===== src/rtl/qspi_master.sv =====
// Quad-SPI initiator: turns one command (register write or read) into a framed
// QSS/QCK/QD[3:0] transfer and returns read data as a one-cycle response pulse.
module qspi_master #(
  parameter int CLK_DIV      = 2,
  parameter int DUMMY_CYCLES = 2
) (
  input  logic        io_mainClk,
  input  logic        io_asyncReset,
  input  logic        io_cmd_valid,
  output logic        io_cmd_ready,
  input  logic        io_cmd_payload_read,
  input  logic [6:0]  io_cmd_payload_addr,
  input  logic [31:0] io_cmd_payload_data,
  output logic        io_rsp_valid,
  output logic [31:0] io_rsp_payload,
  output logic        io_busy,
  output logic        io_qss,
  output logic        io_qck,
  output logic [3:0]  io_qd_write,
  output logic [3:0]  io_qd_writeEnable,
  input  logic [3:0]  io_qd_read,
  output logic [2:0]  dbg_state_o
);

  // Command handshake: a command is accepted in any cycle where io_cmd_valid
  // and io_cmd_ready are both high; ready is high exactly while the FSM is idle.

  localparam int DIV_W = (CLK_DIV > 1) ? $clog2(CLK_DIV) : 1;
  localparam int CYC_W = $clog2(10 + DUMMY_CYCLES + 1);

  localparam logic [DIV_W-1:0] DIV_LAST  = DIV_W'(CLK_DIV - 1);
  localparam logic [CYC_W-1:0] HDR_LAST  = CYC_W'(1);
  localparam logic [CYC_W-1:0] DATA_LAST = CYC_W'(7);
  localparam logic [CYC_W-1:0] TURN_LAST = CYC_W'((DUMMY_CYCLES > 0) ? DUMMY_CYCLES - 1 : 0);

  typedef enum logic [2:0] {
    ST_IDLE,
    ST_HEADER,
    ST_TURN,
    ST_DATA,
    ST_TRAIL,
    ST_GAP
  } state_e;

  state_e           state_q;
  logic [DIV_W-1:0] div_q;
  logic [CYC_W-1:0] cyc_q;
  logic             qck_q;
  logic             qss_q;
  logic [3:0]       qd_q;
  logic             oe_q;
  logic             rd_q;
  logic [3:0]       hdr_lo_q;
  logic [31:0]      sh_q;
  logic             rsp_valid_q;
  logic [31:0]      rsp_q;

  logic phase_end;

  assign phase_end = (div_q == DIV_LAST);

  assign io_cmd_ready      = (state_q == ST_IDLE);
  assign io_busy           = (state_q != ST_IDLE);
  assign io_qss            = qss_q;
  assign io_qck            = qck_q;
  assign io_qd_write       = qd_q;
  assign io_qd_writeEnable = {4{oe_q}};
  assign io_rsp_valid      = rsp_valid_q;
  assign io_rsp_payload    = rsp_q;
  assign dbg_state_o       = state_q;

  always_ff @(posedge io_mainClk or posedge io_asyncReset) begin
    if (io_asyncReset) begin
      state_q     <= ST_IDLE;
      div_q       <= '0;
      cyc_q       <= '0;
      qck_q       <= 1'b0;
      qss_q       <= 1'b1;
      qd_q        <= 4'h0;
      oe_q        <= 1'b0;
      rd_q        <= 1'b0;
      hdr_lo_q    <= 4'h0;
      sh_q        <= '0;
      rsp_valid_q <= 1'b0;
      rsp_q       <= '0;
    end else begin
      rsp_valid_q <= 1'b0;
      if (state_q != ST_IDLE) begin
        div_q <= phase_end ? '0 : div_q + 1'b1;
      end

      case (state_q)
        ST_IDLE: begin
          if (io_cmd_valid) begin
            state_q  <= ST_HEADER;
            rd_q     <= io_cmd_payload_read;
            hdr_lo_q <= io_cmd_payload_addr[3:0];
            sh_q     <= io_cmd_payload_read ? 32'h0 : io_cmd_payload_data;
            qss_q    <= 1'b0;
            qck_q    <= 1'b0;
            qd_q     <= {io_cmd_payload_read, io_cmd_payload_addr[6:4]};
            oe_q     <= 1'b1;
            cyc_q    <= '0;
            div_q    <= '0;
          end
        end

        ST_HEADER: begin
          if (phase_end) begin
            if (!qck_q) begin
              qck_q <= 1'b1;
            end else begin
              qck_q <= 1'b0;
              if (cyc_q == HDR_LAST) begin
                cyc_q <= '0;
                if (rd_q && (DUMMY_CYCLES > 0)) begin
                  state_q <= ST_TURN;
                  qd_q    <= 4'h0;
                  oe_q    <= 1'b0;
                end else if (rd_q) begin
                  state_q <= ST_DATA;
                  qd_q    <= 4'h0;
                  oe_q    <= 1'b0;
                end else begin
                  state_q <= ST_DATA;
                  qd_q    <= sh_q[31:28];
                  sh_q    <= {sh_q[27:0], 4'h0};
                end
              end else begin
                cyc_q <= cyc_q + 1'b1;
                qd_q  <= hdr_lo_q;
              end
            end
          end
        end

        // Bus released for the responder to turn the pins around.
        ST_TURN: begin
          if (phase_end) begin
            if (!qck_q) begin
              qck_q <= 1'b1;
            end else begin
              qck_q <= 1'b0;
              if (cyc_q == TURN_LAST) begin
                state_q <= ST_DATA;
                cyc_q   <= '0;
              end else begin
                cyc_q <= cyc_q + 1'b1;
              end
            end
          end
        end

        ST_DATA: begin
          if (phase_end) begin
            if (!qck_q) begin
              qck_q <= 1'b1;
            end else begin
              qck_q <= 1'b0;
              // Read data is taken on the last clock of the high phase only.
              if (rd_q) begin
                sh_q <= {sh_q[27:0], io_qd_read};
              end
              if (cyc_q == DATA_LAST) begin
                state_q <= ST_TRAIL;
                qd_q    <= 4'h0;
                oe_q    <= 1'b0;
              end else begin
                cyc_q <= cyc_q + 1'b1;
                if (!rd_q) begin
                  qd_q <= sh_q[31:28];
                  sh_q <= {sh_q[27:0], 4'h0};
                end
              end
            end
          end
        end

        ST_TRAIL: begin
          if (phase_end) begin
            state_q <= ST_GAP;
            qss_q   <= 1'b1;
            cyc_q   <= '0;
            if (rd_q) begin
              rsp_valid_q <= 1'b1;
              rsp_q       <= sh_q;
            end
          end
        end

        // Two half-periods with QSS high before the next frame may start.
        ST_GAP: begin
          if (phase_end) begin
            if (cyc_q == HDR_LAST) begin
              state_q <= ST_IDLE;
              cyc_q   <= '0;
            end else begin
              cyc_q <= cyc_q + 1'b1;
            end
          end
        end

        default: begin
          state_q <= ST_IDLE;
          qss_q   <= 1'b1;
          qck_q   <= 1'b0;
          oe_q    <= 1'b0;
          qd_q    <= 4'h0;
        end
      endcase
    end
  end

endmodule


===== config.mk =====
export PLATFORM = sky130hd
export DESIGN_NAME = qspi_master
export DESIGN_NICKNAME = d
export VERILOG_FILES = /design/src/rtl/qspi_master.sv
export SDC_FILE = /design/constraint.sdc
export NUM_CORES = 1
export LEC_CHECK = 0
export ABC_AREA = 1
export CAP_MARGIN = 20
export CORE_UTILIZATION = 35
export DETAILED_ROUTE_END_ITERATION = 10
export PLACE_DENSITY = 0.55
export SYNTH_ARGS = -nofsm -noshare
export SYNTH_HDL_FRONTEND = slang
export SYNTH_SLANG_ARGS = --single-unit

===== constraint.sdc =====
create_clock -name io_mainClk -period 3.7 [get_ports io_mainClk]
set_input_delay 0.555 -clock io_mainClk [delete_from_list [all_inputs] [get_ports io_mainClk]]
set_output_delay 0.555 -clock io_mainClk [all_outputs]
set_load 0.02 [all_outputs]

==> results of run 1 <==
[worst max-delay path: stages, from the launching register on]
cell and delay (ns):
dfrtp_1 0.73, inv_2 0.22, nand2_1 0.23, inv_1 0.13
clkdlybuf4s50_1 0.56
[registers in the layout, indices dropped and copies added (netlist names)]
name            count
rd_q                1
sh_q               32
io_rsp_payload     32
io_rsp_valid        1
oe_q                1
io_qd_write         4
cyc_q               4
io_qss              1
hdr_lo_q            4
dbg_state_o         3
io_qck              1
div_q               1
[stage by stage]
| stage | cells | power (mW) |
|---|---|---|
| global route | 1063 | 5.931 |
| floorplan | 812 | 3.777 |
| detailed placement | 1047 | 4.643 |
| CTS | 1063 | 5.509 |
| finish | 1063 | 5.480 |
| global placement | 1047 | 4.601 |
[logic make-up (layout without fill, tap and decap cells)]
group | after synthesis | after routing | synth area share
fa+ha+maj | 2 | 2 | 0.004656
compound gates | 74 | 74 | 0.07637
simple gates | 546 | 546 | 0.4268
buf+inv | 104 | 171 | 0.09453
flops | 85 | 85 | 0.3960
xor+xnor | 1 | 1 | 0.001630
[power by group through the flow]
stage | sequential, mW | combinational, mW | clock [mW]
final | 1.65 | 2.98 | 0.848
after global placement | 1.65 | 2.95 | 0
after global routing | 1.70 | 3.34 | 0.897
after CTS | 1.65 | 3.00 | 0.867
after detailed placement | 1.66 | 2.98 | 0
after floorplan | 1.79 | 1.99 | 0
[layout make-up]
| type | instances | area [sq um] |
|---|---|---|
| clock buffer | 14 | 254.0 |
| multi-input combinational | 623 | 2740 |
| fill | 1540 | 8184 |
| timing repair buffer | 100 | 998.5 |
| inverter | 55 | 207.7 |
| tap | 184 | 230.2 |
| sequential | 85 | 2130 |
| clock inverter | 2 | 10.01 |
[layout by cell type (no fill, tap or decap), types with 2 or more instances in the layout]
master	n
nand2_1	427
clkinv_2	3
a21oi_1	3
nand4_1	33
clkbuf_1	4
dfrtp_1	83
nand3_1	57
clkdlybuf4s50_1	94
clkbuf_16	9
nand2_2	6
nor2_4	5
inv_2	8
ha_1	2
o21ai_2	5
o21ai_0	60
nor2_1	12
o211ai_1	2
inv_1	46
buf_4	5
[how the worst max path moves through the flow]
stage | start | end | slack [ns] | cells past startpoint
after CTS | dbg_state_o[2] | io_cmd_ready | 0.95 | 4
after global placement | io_cmd_valid | sh_q[26] | 1.22 | 8
after floorplan | io_asyncReset | cyc_q[0] | 0.95 | 1
after detailed placement | io_cmd_valid | sh_q[14] | 1.15 | 8
final | dbg_state_o[2] | io_cmd_ready | 0.93 | 4
after global routing | dbg_state_o[2] | io_cmd_ready | 0.78 | 4
[layer usage]
layer	part of all wire	routed length (microns)	up-vias	track usage
met5	0	0	-	0
met4	0.019	306	0	0.08788
met3	0.050	792	27	0.02761
met2	0.46	7214	187	0.3383
met1	0.47	7383	2506	0.2707
li1	-	-	2690	-
==> out/metrics.csv, run 1 <==
metric,value,unit
design area,0.006570,sq mm
register clock-pin slew on the reported worst setup and hold paths,0.06,ns
Final Wtd Congestion,0.9067,
dominant cell type by area after synthesis,dfrtp_1,
syn nets,861,
DR vias,5410,
post-route ant nets,0,
share of the synthesized area in the top cell type,0.3912,
WS Path Type,reg2out,
worst-path maximum fanout,15,
gr usage total,0.2054,
"setup slack, reg-to-reg",1.20,ns
CTS buffer count,9,
die width,125.9,microns
CTS Sinks,85,
Post-CTS Hold Buffers,0,
mapped cell area,0.005374,sq mm
die height,125.9,microns
slew margin rel.,0.3735,
Final setup viols,0,
DRC Markers,0,
WHS,0.4709,ns
final wirelength,15700,microns
crit path DAT,2.22,ns
Commonest cells post-synth,"427 x nand2_1, 84 x dfrtp_1, 60 x o21ai_0",
setup slack after placement,1.155,ns
average wire per cell in the routed design,14.77,microns
layout cells sized above 1,0.05688,
max-cap viol count,0,
initial core utilization,0.3642,
Starting DRT DRC Count,384,
min-delay src,io_qss,
Leak Pwr,3.264,nW
first-pass GRT wire length,26010,microns
PostCTS Resize Cnt,0,
final hold vios,0,
Synth area leaders,"dfrtp_1 39%, nand2_1 30%, o21ai_0 5.6%",
# port buffers,94,
Detail Placement HPWL,10290,microns
end-of-flow core utilization,0.4453,
post-synthesis sequential area ratio,0.3960,
CTS tree,done,
fin. max-slew vios,0,
area delta synth->final,22.26,%
RSZ-0062 raised after global routing,false,
clock share of power,0.155,
Net Sw Power,2.655,mW
Max rail drop VDD,466.2,uV
FF-to-FF End,sh_q[14],
grt ovf,0,
CTS Buffer Depth,2,
Tmin final,2.774,ns
Worst-Skew Late Latency,0.34,ns
H-tree levels,3,
combinational share of power,0.544,
Row Count,44,
vias in the first global route,5312,
Seq cells post-synth,85,
Cells after Synth,812,
"Top FF cell, synth",dfrtp_1,
area post-placement,0.006306,sq mm
antenna fix cells,0,
critical path required time,3.14,ns
num ports,95,
ys async rst share,1.000,
most frequent cell after synthesis,nand2_1,
share of the clock period used by the worst path,0.7496,
Syn. warnings,0,
core area,0.01475,sq mm
Syn Area/Cell,6.618,sq um
P_int,2.825,mW
final setup skew,0.003215,ns
CP Capture Type,output port,
drt first pass iters,6,
Vias/cell,5.089,
sw frac,0.4844,
Worst Hold Endpoint,io_qss,
FF-to-FF path depth,7,
final net count,923,
Post-CTS Repair Setup Buffers,0,
FF-to-FF Start,dbg_state_o[2],
worst-margin pin slew,0.9397,ns
Sequential Power Share,0.301,
synth unique cells,30,
setup TNS,0,ns
fmax,0.3605,GHz
Root Buffer,clkbuf_16,
status,completed,
Hold WC Path Type,reg2reg,
Worst Slack Setup Final,0.9264,ns
number of synthesized flops with an enable pin,0,
die area,0.01585,sq mm
Power Dens Cells,834.1,mW/mm^2
CP Launch Type,flop,
initial antenna violation count,0,
largest net degree at the start of global routing,60,
Hold Crit Depth,2,
(Power assumes the default switching activity.)
==> run 2, diff against run 1 <==
==> constraint.sdc (replaced) <==
create_clock -name io_mainClk -period 2.7 [get_ports io_mainClk]
set_input_delay 0.405 -clock io_mainClk [delete_from_list [all_inputs] [get_ports io_mainClk]]
set_output_delay 0.405 -clock io_mainClk [all_outputs]
set_load 0.02 [all_outputs]
==> run 2 against run 1 <==
Die area is the same. Total power rose by 42%. Largest power group unchanged. Utilization up 0.71 points.
==> out/metrics.csv, run 2 (same netlist as run 1, synthesis figures left out) <==
metric,value,unit,change
M1 wire length,7795,microns,was 7383 microns
initial core utilization,0.3642,,unchanged
setup TNS,0,ns,unchanged
num ports,95,,unchanged
CP Launch Type,flop,,unchanged
crit path cell chain,nor2_4 -> nand2_1 -> inv_1 -> clkdlybuf4s50_1,,was inv_2 -> nand2_1 -> inv_1 -> clkdlybuf4s50_1
die area,0.01585,sq mm,unchanged
CP Capture Type,output port,,unchanged
"most common cell after layout, fill and taps aside",nand2_1,,unchanged
worst-margin pin slew,0.9069,ns,was 0.9397 ns
gr usage total,0.2169,,was 0.2054
vias in the first global route,5283,,"was 5,312"
Tmin final,2.488,ns,
Final Wtd Congestion,0.8266,,was 0.9067
CTS Buffer Depth,2,,unchanged
crit path DAT,2.08,ns,was 2.22 ns
status,completed,,unchanged
largest net degree at the start of global routing,60,,unchanged
final setup skew,0.009455,ns,was 0.003215 ns
Vias/cell,5.066,,was 5.089
core area,0.01475,sq mm,unchanged
Sequential Power Share,0.292,,was 0.301
clock share of power,0.166,,was 0.155
max-cap viol count,0,,unchanged
combinational share of power,0.542,,was 0.544
post-route ant nets,0,,unchanged
H-tree levels,3,,unchanged
slew margin rel.,0.3954,,was 0.3735
fin. max-slew vios,0,,unchanged
DRC Markers,0,,unchanged
Worst-Skew Late Latency,0.35,ns,was 0.34 ns
worst-path maximum fanout,10,,was 15
Power Dens Cells,1168,mW/mm^2,was 834.1 mW/mm^2
"setup slack, reg-to-reg",0.61,ns,was 1.20 ns
Final setup viols,0,,unchanged
DR WL met2,7701,microns,was 7214 microns
max incr delay on CP,0.62,ns,was 0.73 ns
most frequent cells in the layout,"427 x nand2_1, 94 x clkdlybuf4s50_1, 83 x dfrtp_1, 60 x o21ai_0, 57 x nand3_1",,unchanged
Detail Placement HPWL,11190,microns,"was 10,290 microns"
CTS tree,done,,unchanged
die height,125.9,microns,unchanged
average wire per cell in the routed design,15.39,microns,was 14.77 microns
Net Sw Power,3.762,mW,was 2.655 mW
met3 WL,770,microns,was 792 microns
drt first pass iters,5,,was 6
RSZ-0062 raised after global routing,false,,unchanged
Max rail drop VDD,502.9,uV,was 466.2 uV
Post-CTS Repair Setup Buffers,0,,unchanged
P_int,4.035,mW,was 2.825 mW
Post-CTS Hold Buffers,0,,unchanged
# port buffers,94,,unchanged
Row Count,44,,unchanged
grt ovf,0,,unchanged
Root Buffer,clkbuf_16,,unchanged
initial antenna violation count,0,,unchanged
Hold WC Path Type,in2async,,was reg2reg
Worst Slack Setup Final,0.2124,ns,was 0.9264 ns
CTS buffer count,9,,unchanged
layout cells sized above 1,0.06982,,was 0.05688
CTS Sinks,85,,unchanged
setup slack after placement,0.5858,ns,was 1.155 ns
Starting DRT DRC Count,508,,was 384
max layer used,met4,,unchanged
register clock-pin slew on the reported worst setup and hold paths,0.07,ns,was 0.06 ns
WS Path Type,reg2out,,unchanged
first-pass GRT wire length,27140,microns,"was 26,010 microns"
die width,125.9,microns,unchanged
final hold vios,0,,unchanged
area delta synth->final,24.21,%,was 22.26%
final wirelength,16500,microns,"was 15,700 microns"
Leak Pwr,3.319,nW,was 3.264 nW
"Max stage delay cell, worst path",clkdlybuf4s50_1,,was dfrtp_1
share of the clock period used by the worst path,0.9213,,
DR vias,5431,,"was 5,410"
PostCTS Resize Cnt,0,,unchanged
final net count,932,,was 923
sw frac,0.4825,,was 0.4844
antenna fix cells,0,,unchanged
fmax,0.4020,GHz,
critical path required time,2.30,ns,was 3.14 ns
[run 2: changes by cell type in the layout (fill, tap and decap cells not counted)]
cell,previous run,this run
inv_6,0,1
clkinv_2,3,2
clkbuf_1,4,1
bufinv_16,0,1
buf_4,5,14
clkinvlp_4,0,2
[run 2: path summary, 6_finish.rpt]
kind / to / start / depth (start not counted)
worst max-delay path: io_cmd_ready / dbg_state_o[1] / 4
worst min-delay path: io_rsp_payload[22] / io_asyncReset / 2
worst max register to register: io_rsp_payload[8] / dbg_state_o[1] / 6
worst min register to register: io_qss / io_qss / 2
max in group asynchronous: io_qss / io_asyncReset / 3
min in group io_mainClk: io_qss / io_qss / 2
[run 2: layer usage]
| layer | global-route usage | vias up |
|---|---|---|
| met2 | 0.3604 | 160 |
| met4 | 0.06875 | 0 |
| met3 | 0.03696 | 16 |
| met1 | 0.2870 | 2554 |
| met5 | 0 | - |
| li1 | - | 2701 |
[run 2: metrics by stage]
step / cell area [sq um] / utilization / std cells / power, mW / hold WS [ns]
floorplan: 5374 / - / 812 / 5.177 / 0.4422
global placement: 6374 / 0.4320 / 1056 / 6.477 / 0.4573
detailed placement: 6374 / 0.4320 / 1056 / 6.520 / 0.4582
CTS: 6675 / 0.4524 / 1072 / 7.856 / 0.3678
global route: 6675 / 0.4524 / 1072 / 8.436 / 0.3949
finish: 6675 / 0.4524 / 1072 / 7.796 / 0.3671
[run 2: area by class of cell]
class / instances / area, sq um
clock buffers: 11 / 242.7
clock inverters: 5 / 58.81
fillers: 1563 / 8079
inverters: 55 / 207.7
multi-input cells: 623 / 2740
flip-flops and latches: 85 / 2130
well taps: 184 / 230.2
repair buffers: 109 / 1066
[run 2: power groups by stage]
stage | clock network [mW] | logic, mW | registers (mW)
after CTS | 1.34 | 4.25 | 2.27
after global routing | 1.38 | 4.71 | 2.35
after global placement | 0 | 4.21 | 2.27
final | 1.29 | 4.23 | 2.28
after detailed placement | 0 | 4.23 | 2.29
after floorplan | 0 | 2.73 | 2.45
[run 2: worst max-delay path: cells and delay by family (launching register included)]
family | cells | cell delay [ns]
buffers and inverters | 2 | 0.78
DFF | 1 | 0.54
and+or+nand+nor | 2 | 0.42
